--- src/rtl/mod_exp_ctrl_pkg.sv ---
// Shared definitions for the modular-exponentiation controller and the Montgomery product unit.
// Op codes and controller state encoding live here so both sides agree on them.
package mod_exp_ctrl_pkg;

    typedef enum logic [1:0] {
        OPXX = 2'd0,
        OPXM = 2'd1,
        OPX1 = 2'd2
    } mp_op_e;

    typedef enum logic [2:0] {
        StIdle   = 3'd0,
        StIssue  = 3'd1,
        StWait   = 3'd2,
        StGap    = 3'd3,
        StNext   = 3'd4,
        StFinish = 3'd5
    } state_e;

    // Op following a processed exponent bit: square the next bit, or leave Montgomery domain.
    function automatic mp_op_e op_after_bit(input logic last_bit);
        return last_bit ? OPX1 : OPXX;
    endfunction

endpackage

--- src/rtl/mod_exp_ctrl_if.sv ---
// Request/result and Montgomery-unit handshake signals of the exponentiation controller.
// The slave modport is the controller's view; master is the host/Montgomery side.
interface mod_exp_ctrl_if #(
    parameter int unsigned BITLEN = 512,
    parameter int unsigned ELEN_W = 10
);
    logic              start;
    logic [BITLEN-1:0] E;
    logic [ELEN_W-1:0] e_len;
    logic [BITLEN-1:0] result;
    logic              busy;
    logic              done;
    logic              err;

    logic              mp_start;
    logic [1:0]        mp_op_code;
    logic              mp_stop;
    logic [BITLEN:0]   mp_P;

    modport slave (
        input  start, E, e_len, mp_stop, mp_P,
        output result, busy, done, err, mp_start, mp_op_code
    );

    modport master (
        output start, E, e_len, mp_stop, mp_P,
        input  result, busy, done, err, mp_start, mp_op_code
    );

endinterface

--- src/rtl/mod_exp_ctrl.sv ---
// Left-to-right square-and-multiply sequencer driving a Montgomery product unit.
// Every exponent bit gets a square (accumulator starts at Montgomery one), then a final OPX1.
module mod_exp_ctrl
    import mod_exp_ctrl_pkg::*;
#(
    parameter int unsigned BITLEN = 512,
    parameter int unsigned ELEN_W = 10
) (
    input logic           clk,
    input logic           rst_n,
    mod_exp_ctrl_if.slave bus
);

    localparam int unsigned IdxW = (BITLEN > 1) ? $clog2(BITLEN) : 1;

    typedef logic [IdxW-1:0]   idx_t;
    typedef logic [ELEN_W-1:0] elen_t;

    state_e            state_q;
    mp_op_e            op_q;
    idx_t              i_q;
    logic [BITLEN-1:0] e_q;
    logic [BITLEN-1:0] result_q;
    logic              mp_start_q;
    logic              busy_q;
    logic              done_q;
    logic              err_q;

    logic len_too_big;
    logic len_zero;
    logic e_bit;
    logic i_zero;

    assign len_too_big = 32'(bus.e_len) > BITLEN;
    assign len_zero    = (bus.e_len == '0);
    assign e_bit       = e_q[i_q];
    assign i_zero      = (i_q == '0);

    always_ff @(posedge clk or negedge rst_n) begin
        if (!rst_n) begin
            state_q    <= StIdle;
            op_q       <= OPXX;
            i_q        <= '0;
            e_q        <= '0;
            result_q   <= '0;
            mp_start_q <= 1'b0;
            busy_q     <= 1'b0;
            done_q     <= 1'b0;
            err_q      <= 1'b0;
        end else begin
            case (state_q)
                StIdle: begin
                    if (bus.start) begin
                        busy_q <= 1'b1;
                        e_q    <= bus.E;
                        if (len_too_big) begin
                            // Rejected request: no ops, result untouched, done on the next cycle.
                            err_q   <= 1'b1;
                            done_q  <= 1'b1;
                            state_q <= StFinish;
                        end else begin
                            err_q      <= 1'b0;
                            mp_start_q <= 1'b1;
                            state_q    <= StIssue;
                            if (len_zero) begin
                                op_q <= OPX1;
                                i_q  <= '0;
                            end else begin
                                op_q <= OPXX;
                                i_q  <= idx_t'(bus.e_len - elen_t'(1));
                            end
                        end
                    end
                end
                StIssue: begin
                    state_q <= StWait;
                end
                StWait: begin
                    if (bus.mp_stop) begin
                        mp_start_q <= 1'b0;
                        state_q    <= StGap;
                        if (op_q == OPX1) begin
                            result_q <= bus.mp_P[BITLEN-1:0];
                        end
                    end
                end
                StGap: begin
                    // mp_stop may still be high here from the finished op; it is not looked at.
                    state_q <= StNext;
                end
                StNext: begin
                    if (op_q == OPX1) begin
                        done_q  <= 1'b1;
                        state_q <= StFinish;
                    end else begin
                        mp_start_q <= 1'b1;
                        state_q    <= StIssue;
                        if (op_q == OPXX && e_bit) begin
                            op_q <= OPXM;
                        end else begin
                            op_q <= op_after_bit(i_zero);
                            if (!i_zero) begin
                                i_q <= i_q - idx_t'(1);
                            end
                        end
                    end
                end
                StFinish: begin
                    done_q  <= 1'b0;
                    busy_q  <= 1'b0;
                    state_q <= StIdle;
                end
                default: begin
                    mp_start_q <= 1'b0;
                    state_q    <= StIdle;
                end
            endcase
        end
    end

    assign bus.mp_start   = mp_start_q;
    assign bus.mp_op_code = op_q;
    assign bus.result     = result_q;
    assign bus.busy       = busy_q;
    assign bus.done       = done_q;
    assign bus.err        = err_q;

endmodule

--- src/flat_wrapper.sv ---
// flat-port wrapper written by rule: the top's interface ports become plain ports
module mod_exp_ctrl_flat import mod_exp_ctrl_pkg::*;
#(
    parameter int unsigned BITLEN = 512,
    parameter int unsigned ELEN_W = 10
)
  (clk, rst_n, bus_start, bus_E, bus_e_len, bus_mp_stop, bus_mp_P, bus_result, bus_busy, bus_done, bus_err, bus_mp_start, bus_mp_op_code);
  mod_exp_ctrl_if #(.BITLEN(BITLEN), .ELEN_W(ELEN_W)) bus_i ();
  input logic clk;
  input logic rst_n;
  input wire logic [$bits(bus_i.start)-1:0] bus_start;
  input wire logic [$bits(bus_i.E)-1:0] bus_E;
  input wire logic [$bits(bus_i.e_len)-1:0] bus_e_len;
  input wire logic [$bits(bus_i.mp_stop)-1:0] bus_mp_stop;
  input wire logic [$bits(bus_i.mp_P)-1:0] bus_mp_P;
  output wire logic [$bits(bus_i.result)-1:0] bus_result;
  output wire logic [$bits(bus_i.busy)-1:0] bus_busy;
  output wire logic [$bits(bus_i.done)-1:0] bus_done;
  output wire logic [$bits(bus_i.err)-1:0] bus_err;
  output wire logic [$bits(bus_i.mp_start)-1:0] bus_mp_start;
  output wire logic [$bits(bus_i.mp_op_code)-1:0] bus_mp_op_code;
  assign bus_i.start = bus_start;
  assign bus_i.E = bus_E;
  assign bus_i.e_len = bus_e_len;
  assign bus_i.mp_stop = bus_mp_stop;
  assign bus_i.mp_P = bus_mp_P;
  assign bus_result = bus_i.result;
  assign bus_busy = bus_i.busy;
  assign bus_done = bus_i.done;
  assign bus_err = bus_i.err;
  assign bus_mp_start = bus_i.mp_start;
  assign bus_mp_op_code = bus_i.mp_op_code;
  mod_exp_ctrl #(.BITLEN(BITLEN), .ELEN_W(ELEN_W)) u_core (.clk(clk), .rst_n(rst_n), .bus(bus_i));
endmodule
--- config.mk ---
export PLATFORM = sky130hd
export DESIGN_NAME = mod_exp_ctrl_flat
export DESIGN_NICKNAME = d
export VERILOG_FILES = /design/src/rtl/mod_exp_ctrl_pkg.sv /design/src/rtl/mod_exp_ctrl_if.sv /design/src/rtl/mod_exp_ctrl.sv /design/src/flat_wrapper.sv
export SDC_FILE = /design/constraint.sdc
export NUM_CORES = 1
export LEC_CHECK = 0
export CORE_AREA = 2 2 604 606
export DETAILED_ROUTE_END_ITERATION = 8
export DIE_AREA = 0 0 606 608
export GPL_TIMING_DRIVEN = 0
export MAX_ROUTING_LAYER = met4
export PLACE_DENSITY = 0.3
export SLEW_MARGIN = 10
export SYNTH_ARGS = -nofsm -noshare
export SYNTH_HDL_FRONTEND = slang
export SYNTH_SLANG_ARGS = --single-unit
--- constraint.sdc ---
create_clock -name clk -period 5.13 [get_ports clk]
set_clock_uncertainty 0.1 [all_clocks]
set_input_delay 1.2825 -clock clk [delete_from_list [all_inputs] [get_ports clk]]
set_output_delay 1.2825 -clock clk [all_outputs]
set_load 0.02 [all_outputs]
=== Word level (Yosys, flattened, before mapping) ===
Cells that the tools add are included.

* Register bits after elaboration: 1042
* Latch bits: 0
* Memory bits (writable): 0
* Bits in read-only memories: 0
* Input port bits: 1039
* Output and inout port bits: 518
* Word-level logic and storage cells: 78
* Memories: 0

* Add/subtract/negate cells: 2
* Multiply operators: 0
* Divide/modulo/power cells: 0
* Order comparisons: 2
* Equal/unequal tests: 14
* Shift operators: 0
* Multiplexer cells: 33
* Bitwise operators: 1
* Reductions and logical operators: 17

{| class="wikitable"
|+ Operator list
! cell !! count
|-
| 9-bit 2-to-1 mux || 6
|-
| 9-bit case mux with 2 select lines || 1
|-
| 9-bit by 1-bit subtractor with 9-bit output (second input constant) || 2
|-
| 3-bit case mux with 5 select lines || 1
|-
| 2-bit 2-to-1 mux || 6
|-
| 3-bit 2-to-1 mux || 4
|-
| 2-bit inequality test (second input constant) || 6
|-
| 10-bit greater-than comparator (second input constant) || 1
|-
| 10-bit zero test || 1
|-
| 9-bit by 10-bit less-than comparator with 1-bit output (second input constant) || 1
|-
| 1-bit 2-to-1 mux || 10
|-
| 1-bit binary-select mux with 9-bit select || 1
|-
| 9-bit zero test || 1
|-
| 4-bit AND reduction || 2
|-
| 3-bit by 2-bit == test with 1-bit output (second input constant) || 2
|-
| 3-bit == test (second input constant) || 2
|-
| 2-bit AND reduction || 3
|-
| 6-bit AND reduction || 1
|-
| 5-bit AND reduction || 1
|-
| 2-bit by 1-bit inequality test with 1-bit output (second input constant) || 2
|-
| 1-bit case mux with 4 select lines || 1
|-
| 2-bit case mux with 2 select lines || 1
|-
| 2-bit nonzero test || 2
|-
| 3-bit by 1-bit == test with 1-bit output (second input constant) || 1
|-
| other kinds (10) || 10
|}

=== Logic depth before layout (Yosys ltp) ===
* Word-level depth: 6
* Depth in mapped cells: 15

=== Worst setup path after synthesis ===
OpenSTA, ideal clock, no wires.

* Kind: register -> register
* From: register u_core.i_q[0]
* To: register u_core.i_q[2]
* Arrival: 3118 ps
* Required time: 4895 ps
* Path slack: 1777 ps
* Stages on the path, launching flop included: 15
* Period minus slack after synthesis: 3353 ps
* Cell sequence: dfrtp_1 -> buf_6 -> buf_12 -> buf_6 -> buf_2 -> buf_2 -> inv_1 -> ha_1 -> inv_1 -> or3_1 -> or3_1 -> o31ai_1 -> buf_2 -> o21a_1 -> o21ai_1

* Longest elaborated chain between the ends: 5

{| class="wikitable"
|+ RTL lines
! item !! line !! text
|-
| from (decl) || mod_exp_ctrl.sv:21 || <nowiki>idx_t i_q;</nowiki>
|-
| from (signal assigned) || mod_exp_ctrl.sv:70 || <nowiki>i_q <= idx_t'(bus.e_len - elen_t'(1));</nowiki>
|-
| from (signal assigned) || mod_exp_ctrl.sv:103 || <nowiki>i_q <= i_q - idx_t'(1);</nowiki>
|-
| 1-bit binary-select mux with 9-bit select or 9-bit by 1-bit subtractor with 9-bit output (tied branches) || mod_exp_ctrl.sv:36, mod_exp_ctrl.sv:103 ||
|-
| 1-bit 2-to-1 mux (implied by the code) or 9-bit 2-to-1 mux (tied branches) || mod_exp_ctrl.sv:36, mod_exp_ctrl.sv:102 ||
|-
| 1-bit logical AND or 9-bit 2-to-1 mux (tied branches) || mod_exp_ctrl.sv:98 || <nowiki>if (op_q == OPXX && e_bit) begin</nowiki>
|-
| 2-bit inequality test (no source line) or 9-bit 2-to-1 mux (tied branches) || -- ||
|-
| 6-bit AND reduction (no source line) or 9-bit case mux with 2 select lines (tied branches) || -- ||
|}

Several ways; a longest one is shown, not always the timed one. The select of a mux whose other input is x is not followed.
A chain may end at the register's enable or synchronous reset.

=== Worst setup path in the final report ===
* From: register u_core.i_q[2]
* To: register u_core.i_q[2]

The elaborated chain is that of the path after synthesis.

==> results.md <==
* Status: finished clean
* Synth area leaders: dfrtp_1 (60%), mux2_2 (14%), nand2_1 (14%), mux4_2 (4.8%), clkbuf_1 (1.6%)
* Largest net degree at the start of global routing at 137
* Post-route non-filler standard cell count at 10560
* Fin nets at 6566
* MaxCap Viol Count at 0
* Met2 WL post-DR at 171.7 mm
* Synth Area in XOR/XNOR at 0.001008
* RSZ-0062 raised after global routing: no
* Routed Antenna Nets at 0
* Adder-cell area share of the yosys netlist at 0.0005759
* Post-Synth Simple-Gate Area at 0.1507
* Fin. Hold Viols at 0
* Worst path required time at 5.74 ns
* Met3 wire len at 26.39 mm
* GRT Util Overall at 0.1731
* Worst setup SP type: flip-flop
* Largest family of logic cells by synthesized area: multiplexers
* Post-route worst hold slack at 0.2102 ns
* Cells after DPL at 10170
* Fin crit period at 4.866 ns
* Post-synthesis mux area share at 0.2012
* Fraction of the yosys area taken by sequential cells at 0.6001
* Root Buffer Master: clkbuf_16
* Worst rel slew slack at 0.2540
* First-pass GRT wire length at 405.7 mm
* Finished layout cell area at 70620 um2
* Setup TNS Final at 0 ns
* EDFF count, synth at 0
* Syn Area/Cell at 11.44 um2
* Post-DP HPWL at 265.8 mm
* Die ar. at 368400 um2
* Pins Over Slew Limit at 0
* DR top layer: met4
* Ports at 1557
* VDD IR max at 292.6 uV
* Starting Density at 0.1201
* CTS Buffer Depth at 4
* Dpl cell area at 65460 um2
* Reg-to-reg critical path startpoint: u_core.i_q[2]$_DFFE_PN0P_
* Final Cycle Share at 0.9485
* Worst reg2reg path depth at 14
* CP Max Fanout at 10
* Worst EP arrival at 5.48 ns
* R2r setup slk at 0.26 ns
* Max frequency at 205.5 MHz
* Layout cell share with drive strength beyond 1 at 0.1659
* Drt first pass iters at 8
* CTS tree: yes
* Leading area contributor after synthesis: dfrtp_1
* Num CTS Buffers at 149
* Worst Hold Class: primary input to asynchronous set/reset pin
* Post-Synthesis Cells at 3799
* DR vias at 36770
* Initial antenna violation count at 251
* Routed len/inst at 30.13 um
* DRC errors left at 0
* Pwr Total at 47.43 mW
* Clock Latency Late Sink at 0.86 ns
* Initial detailed-routing violation count at 1682
* Pwr Density at 671.6 nW/um2
* Unique masters post-synth at 64
* Most used DFF post-synth: dfrtp_1
* Mapped Area at 43450 um2
* CTS Hold Bufs at 0
* Metal-1 WL at 108.3 mm
* Tightest Pin Transition at 1.115 ns
* Clock sink total at 1042
* Final wirelength at 318.3 mm
* Site Rows at 221
* Yosys warns at 0
* Worst r2r dst: u_core.i_q[2]$_DFFE_PN0P_
* Synth top area share at 0.6001
* H-tree lvl count at 4
* Final setup vio count at 0
* CP Class: flip-flop to flip-flop
* Routability congestion estimate from global placement at 0.8803
* Synth-to-Final Area Change at 62.54%
* IO Port Bufs at 1555
* Flops & latches, synth at 1042
* Worst setup EP type: flip-flop
* Synth Area in Compound Gates at 0.02350
* Core area at 361700 um2
* Asr flop ratio synth at 1.000
* Clock-pin slew on the worst setup and hold paths at 0.06 ns
* Syn_nets at 4840
* Lkg Pwr at 29.88 nW
* Die Wd at 606 um
* Die Span Y at 608 um
* Fillers at 39660
* Vias per cell at 3.481
* Vias in the first global route at 39080
* Gr ovfl total at 0
synthesized netlist by cell type, types with 9 or more instances:
cell and number:
nand3_1 14, clkbuf_1 186, a211oi_1 9, nand2_1 1587
a22oi_1 28, mux2i_1 47, buf_1 11, mux4_2 93
o21ai_0 21, nor2_1 25, dfrtp_1 1042, mux2_2 530
a21oi_1 16, inv_1 10, buf_2 16, nor2b_1 17
o22ai_1 11, nand2b_1 11
per-layer routing:
layer  vias up  track usage
met5         -            -
met1     18510       0.1660
met4         0      0.05495
li1      16370            -
met2      1448       0.3221
met3       442      0.05901
timing repair:
action	CTS	global route
setup buffers	2	0
pin swaps	0	0
resized for setup	20	1
setup endpoints to repair	11	1
cell usage in the layout (no fill, tap or decap), types with 5 or more instances in the layout:
cell / count
nand2_1: 1587
mux4_2: 93
dfrtp_1: 1041
buf_4: 18
mux2i_1: 46
a31oi_1: 6
o21ai_0: 20
and2_1: 5
clkbuf_8: 35
clkinv_8: 5
nor4_1: 7
clkinv_2: 16
clkinvlp_4: 7
buf_6: 6
nor2_1: 22
buf_2: 13
mux4_1: 8
mux2_2: 530
clkbuf_1: 208
nand2b_1: 11
buf_16: 11
clkbuf_16: 150
a22oi_1: 28
a21oi_1: 16
inv_1: 9
a22o_1: 7
clkbuf_2: 14
nand3_1: 14
o22ai_1: 11
clkdlybuf4s50_1: 1554
nor3_1: 8
nor2b_1: 15
diode_2: 139
a211oi_1: 8
state kept, by name, indices dropped and copies added (netlist names):
name and cells:
u_core.bus.busy 1, u_core.bus.done 1, u_core.bus.err 1, u_core.bus.mp_op_code 2
u_core.bus.mp_start 1, u_core.bus.result 512, u_core.e_q 512, u_core.i_q 9
u_core.state_q 3
final cells by class:
type | count | area, um2 | share of cell area
tap | 4794 | 5998 | 0.08493
buffer | 225 | 1008 | 0.01428
antenna | 139 | 347.8 | 0.004925
timing repair buffer | 1575 | 15980 | 0.2263
clock inverter | 36 | 381.6 | 0.005403
clock buffer | 221 | 4370 | 0.06188
sequential | 1042 | 26080 | 0.3692
multi-input combinational | 2521 | 16420 | 0.2325
inverter | 11 | 45.04 | 0.0006378
cell families (layout without fill, tap and decap cells):
| kind of cell | count (synthesis) | in the layout |
|---|---|---|
| AND/OR/NAND/NOR | 1694 | 1694 |
| flip-flops | 1042 | 1042 |
| other | 0 | 139 |
| multiplexers | 678 | 678 |
| adder cells (fa/ha/maj) | 2 | 2 |
| AO/OA/AOI/OAI | 142 | 142 |
| buffers and inverters | 236 | 2068 |
| XOR/XNOR | 5 | 5 |
through the flow:
step / setup slack (ns) / util
3_5_place_dp: -1.455 / 0.1810
4_1_cts: 0.02878 / 0.1943
5_1_grt: 0.008622 / 0.1952
3_3_place_gp: -52.36 / 0.1798
6_report: 0.2640 / 0.1953
2_1_floorplan: 1.777 / -
power breakdown:
| part | internal [mW] | switching, mW | total, mW |
|---|---|---|---|
| sequential | 12.2 | 2.39 | 14.6 |
| combinational | 9.07 | 13.3 | 22.4 |
| clock | 6.01 | 4.42 | 10.4 |
| total | 27.3 | 20.1 | 47.4 |
worst max path at each step:
| stage | start | end | slack, ns |
|---|---|---|---|
| after global placement | rst_n | u_core.bus.result[168]$_DFFE_PN0P_ | -52.36 |
| final | u_core.i_q[2]$_DFFE_PN0P_ | u_core.i_q[2]$_DFFE_PN0P_ | 0.26 |
| after detailed placement | u_core.i_q[2]$_DFFE_PN0P_ | u_core.i_q[0]$_DFFE_PN0P_ | -1.45 |
| after floorplan | u_core.i_q[0]$_DFFE_PN0P_ | u_core.i_q[2]$_DFFE_PN0P_ | 1.78 |
| after CTS | u_core.i_q[0]$_DFFE_PN0P_ | u_core.i_q[0]$_DFFE_PN0P_ | 0.03 |
| after global routing | u_core.i_q[0]$_DFFE_PN0P_ | u_core.i_q[2]$_DFFE_PN0P_ | 0.009 |
worst max-delay path, stage by stage (launching register included):
cell,delay (ns)
dfrtp_2,0.51
buf_4,0.33
buf_4,0.35
buf_2,0.33
buf_12,0.20
mux4_2,0.47
a22oi_1,0.22
a21boi_0,0.11
o21ai_1,0.41
a41oi_1,0.31
a32oi_1,0.48
nor2_2,0.13
buf_6,0.17
o311ai_0,0.29
o21ai_1,0.17
No activity file was read; power rests on OpenSTA's default activity.
